<file path="src/rtl/index_sequencer.sv">
// Index sequencer: steps a 0..LAST_IDX lookup index either from a free-running
// prescaler tick (RUN) or from single-step requests (STOP).
//
//   state   | meaning
//   --------+---------------------------------------------------------
//   ST_STOP | prescaler held at 0, step rising edges advance the index
//   ST_RUN  | prescaler free-runs, index advances on every tick
module index_sequencer #(
  parameter int CLK_DIV  = 100000000,
  parameter int LAST_IDX = 14
) (
  input  logic       clk,
  input  logic       rst_n,
  input  logic       start,
  input  logic       stop,
  input  logic       step,
  input  logic       dir,
  input  logic       clr,
  output logic [3:0] index,
  output logic       idx_valid,
  output logic       running
);

  localparam int            PW   = $clog2(CLK_DIV);
  localparam logic [PW-1:0] TC   = PW'(CLK_DIV - 1);
  localparam logic [3:0]    LAST = 4'(LAST_IDX);

  typedef enum logic {ST_STOP, ST_RUN} state_t;

  state_t        state, state_nxt;
  logic [PW-1:0] presc, presc_nxt;
  logic [3:0]    index_nxt;
  logic          valid_nxt;
  logic          step_q;
  logic          tick;
  logic          step_edge;

  function automatic logic [3:0] advance(input logic [3:0] cur, input logic down);
    if (down) return (cur == 4'd0) ? LAST : cur - 4'd1;
    else      return (cur == LAST) ? 4'd0 : cur + 4'd1;
  endfunction

  always_comb begin
    state_nxt = state;
    presc_nxt = presc;
    index_nxt = index;
    valid_nxt = 1'b0;
    tick      = (state == ST_RUN) && (presc == TC);
    step_edge = step && !step_q;

    case (state)
      ST_STOP: if (start && !stop) state_nxt = ST_RUN;
      ST_RUN:  if (stop)           state_nxt = ST_STOP;
      default:                     state_nxt = ST_STOP;
    endcase

    // clr wins over a coincident tick or step edge
    if (clr) begin
      index_nxt = 4'd0;
      valid_nxt = 1'b1;
    end else if (tick || (step_edge && state == ST_STOP)) begin
      index_nxt = advance(index, dir);
      valid_nxt = 1'b1;
    end

    // Prescaler restarts from 0 on RUN entry, on every tick and on clr.
    if (clr || tick || state != ST_RUN || state_nxt != ST_RUN)
      presc_nxt = '0;
    else
      presc_nxt = presc + 1'b1;
  end

  always_ff @(posedge clk or negedge rst_n) begin
    if (!rst_n) begin
      state     <= ST_STOP;
      presc     <= '0;
      index     <= 4'd0;
      idx_valid <= 1'b0;
      running   <= 1'b0;
      step_q    <= 1'b0;
    end else begin
      state     <= state_nxt;
      presc     <= presc_nxt;
      index     <= index_nxt;
      idx_valid <= valid_nxt;
      running   <= (state_nxt == ST_RUN);
      step_q    <= step;
    end
  end

endmodule

</file>
<file path="config.mk">
export PLATFORM = sky130hd
export DESIGN_NAME = index_sequencer
export DESIGN_NICKNAME = d
export VERILOG_FILES = /design/src/rtl/index_sequencer.sv
export SDC_FILE = /design/constraint.sdc
export NUM_CORES = 1
export LEC_CHECK = 0
export BUFFER_PORTS_ARGS = -buffer_cell sky130_fd_sc_hd__buf_2
export CORE_UTILIZATION = 51
export CTS_CLUSTER_SIZE = 14
export DETAILED_ROUTE_END_ITERATION = 12
export PLACE_DENSITY = 0.74
export SLEW_MARGIN = 20
export SYNTH_ARGS = -nofsm -noshare
export SYNTH_HDL_FRONTEND = slang
export SYNTH_SLANG_ARGS = --single-unit
</file>
<file path="constraint.sdc">
create_clock -name clk -period 2.64 [get_ports clk]
set_input_delay 0 -clock clk [delete_from_list [all_inputs] [get_ports clk]]
set_output_delay 0 -clock clk [all_outputs]
set_load 0.005 [all_outputs]
</file>
==> flow_summary.toml <==
[timing]
setup_viol = 0
worst_pin_slew_ns = 0.749
slew_headroom_pct = 50.1
rsz0062_at_grt = "no"
fmax_ghz = 0.412
worst_slack_ns = 0.215
final_max_slew_viol_count = 0
tns_ns = 0
finClkSkew_ns = 0.00740
timing.final.crit_share_pct = 91.9
hold_viol = 0
min_period_ns = 2.43

[setup_path]
cp-start-kind = "register"
path_class = "reg2reg"
crit_path_end_kind = "register"
cp_data_arrival_time_ns = 2.61
cp_data_required_time_ns = 2.83
worstPathMaxFanout = 12

[yosys]
synth_cell_types = 43
synth_area_leader_cell = "dfrtp_1"
yosys.area.top_type_share_pct = 43.5
yosysSeqAreaShare_pct = 43.5
syn_nets = 213
synth_edf_count = 0
synth.avg_cell_area_sq_um = 9.74
synth_area_leaders = "dfrtp_1 (43%), a211oi_1 (4.2%), or4_1 (3.8%)"
netlist_area_sq_mm = 0.00196
async_flop_share_pct = 100
synth-main-ff-cell = "dfrtp_1"
synth-seq-cells = 34
synth_cells = 201
synth-warning-count = 0

[routing]
first_iter_violations = 186
wl_per_cell_um = 17.1
antenna_left = 0
vias = 1725
avgViaCountPerCell = 6.48
routed_wl_um = 4540
first_pass_iters = 4
drc_errors = 0

[power]
power.leakage_nw = 0.815
peakVddDrop_mv = 0.416
switching_share_pct = 27.9
pwr-share-clk_pct = 32.7
power.density_mw_per_mm2 = 508
pwr-share-comb_pct = 14.8
internal_power_mw = 0.798
switching_power_mw = 0.309
seqPwrFrac_pct = 52.5

[cells_and_area]
finalInstanceArea_sq_mm = 0.00218
drive_gt1_share_pct = 12.4
final_cell_mix = "dfrtp_1 (34), nor3_1 (12), buf_2 (12), nand2_1 (11), a211oi_1 (11)"
seq_area_sq_um = 851
area_growth_pct = 11.3
layout_commonest_cell = "dfrtp_1"
multi_input_area_sq_mm = 0.00104
n_fill_cell = 319
nets = 230
antenna_cells = 0

[cts]
clock_path_buffers = 2
clock-sinks = 34
clk_latency_ns = 0.29
cts_root_buf = "clkbuf_8"
clk_pin_slew_worst_paths_ns = 0.07
numCtsBuffers = 5
htreeDepth = 2
cts_tree = "built"

[place]
place_hpwl_um = 3100
numPortBuffers = 12
place.gp.congestion = 0.830
placement.cell_area_sq_mm = 0.00206
dp_slack_ns = 0.229

[global_routing]
antenna_found_initial = 0
grtUsageTotal_pct = 25.4
grt_pass1_wl_um = 7840
grt_start_max_net_pins = 35
first_global_vias = 1701
grt_overflow = 0

[floorplan]
start_util_pct = 53.5
fp.dieArea_sq_mm = 0.00409
fp.dieW_um = 63.9
io_pins = 13
coreArea_sq_mm = 0.00366
die_h_um = 63.9
num_rows = 22

[outcome]
outcome = "finished, final reports clean"

[run]
cap_violations = 0

[min_path]
holdCritPathClass = "in2reg"
## timing repair
action,CTS,global route
buffers inserted,0,0
endpoints found under the hold margin,36,0
hold buffers,4,0
gates resized for setup,0,0
## worst max-delay path, stage by stage (launching register included)
cell	delay [ns]
dfrtp_1	0.39
ha_1	0.24
nand4_1	0.18
or4_1	0.73
or4_1	0.48
a211oi_1	0.30
## per-stage QoR
stage | utilization (%) | cells | hold slack, ns | power (mW)
after floorplan | - | 201 | -0.296 | 0.679
after global placement | 56.3 | 255 | 0.0895 | 0.727
after detailed placement | 56.3 | 255 | 0.106 | 0.749
after CTS | 59.5 | 266 | 0.0776 | 1.12
after global routing | 59.5 | 266 | 0.111 | 1.17
final | 59.5 | 266 | 0.0879 | 1.11
## registers in the layout, indices dropped and copies added (netlist names)
name and flops:
index 4, presc 27, step_q 1, state 1, idx_valid 1
## kinds of logic (layout without fill, tap and decap cells)
family | after synthesis | after routing | synth area share, %
buffers and inverters | 17 | 34 | 3.77
XOR/XNOR | 10 | 10 | 4.48
AND/OR/NAND/NOR | 86 | 86 | 26.4
AO/OA/AOI/OAI | 45 | 45 | 16.6
adder cells (fa/ha/maj) | 5 | 5 | 3.20
multiplexers | 4 | 4 | 2.11
flip-flops | 34 | 34 | 43.5
## layout make-up
cell class              count  area share [%]
flip-flops and latches     34            39.1
multi-input cells         150            47.6
well taps                  48            2.76
clock buffers               7            3.51
repair buffers             19            5.63
inverters                   8            1.38
## Yosys cell counts (all sizes together) (6+ instances only)
library cell and instances:
a211oi 13, clkbuf 6, dfrtp 34, nor2 7
o21ai 9, xor2 8, nand4 9, o31ai 8
inv 8, or4 11, nand2 11, nor3 13
nand3 11
## worst paths after layout
| path | endpoint | from | slack (ns) | cells after the start |
|---|---|---|---|---|
| min | index[3] | clr | 0.09 | 3 |
| min reg2reg | presc[0] | presc[0] | 0.51 | 1 |
| max in group asynchronous | presc[10] | rst_n | 1.85 | 2 |
| max reg2reg | presc[26] | presc[0] | 0.21 | 5 |
| max | presc[26] | presc[0] | 0.21 | 5 |
| min in group asynchronous | presc[24] | rst_n | 0.30 | 2 |
## layer usage
metal	vias to the layer above	share of wire (%)	GRT usage [%]
li1	812	-	-
met1	854	42	31.5
met2	48	50	40.3
met3	11	5.0	6.96
met4	0	2.7	13.1
met5	-	0	0
## power groups by stage
stage / clock network [mW] / registers, mW / logic, mW
final: 0.362 / 0.581 / 0.164
after global routing: 0.395 / 0.586 / 0.184
after CTS: 0.371 / 0.580 / 0.164
after floorplan: 0 / 0.582 / 0.0968
after detailed placement: 0 / 0.590 / 0.159
after global placement: 0 / 0.584 / 0.143
Power figures use the tool's default switching activity.
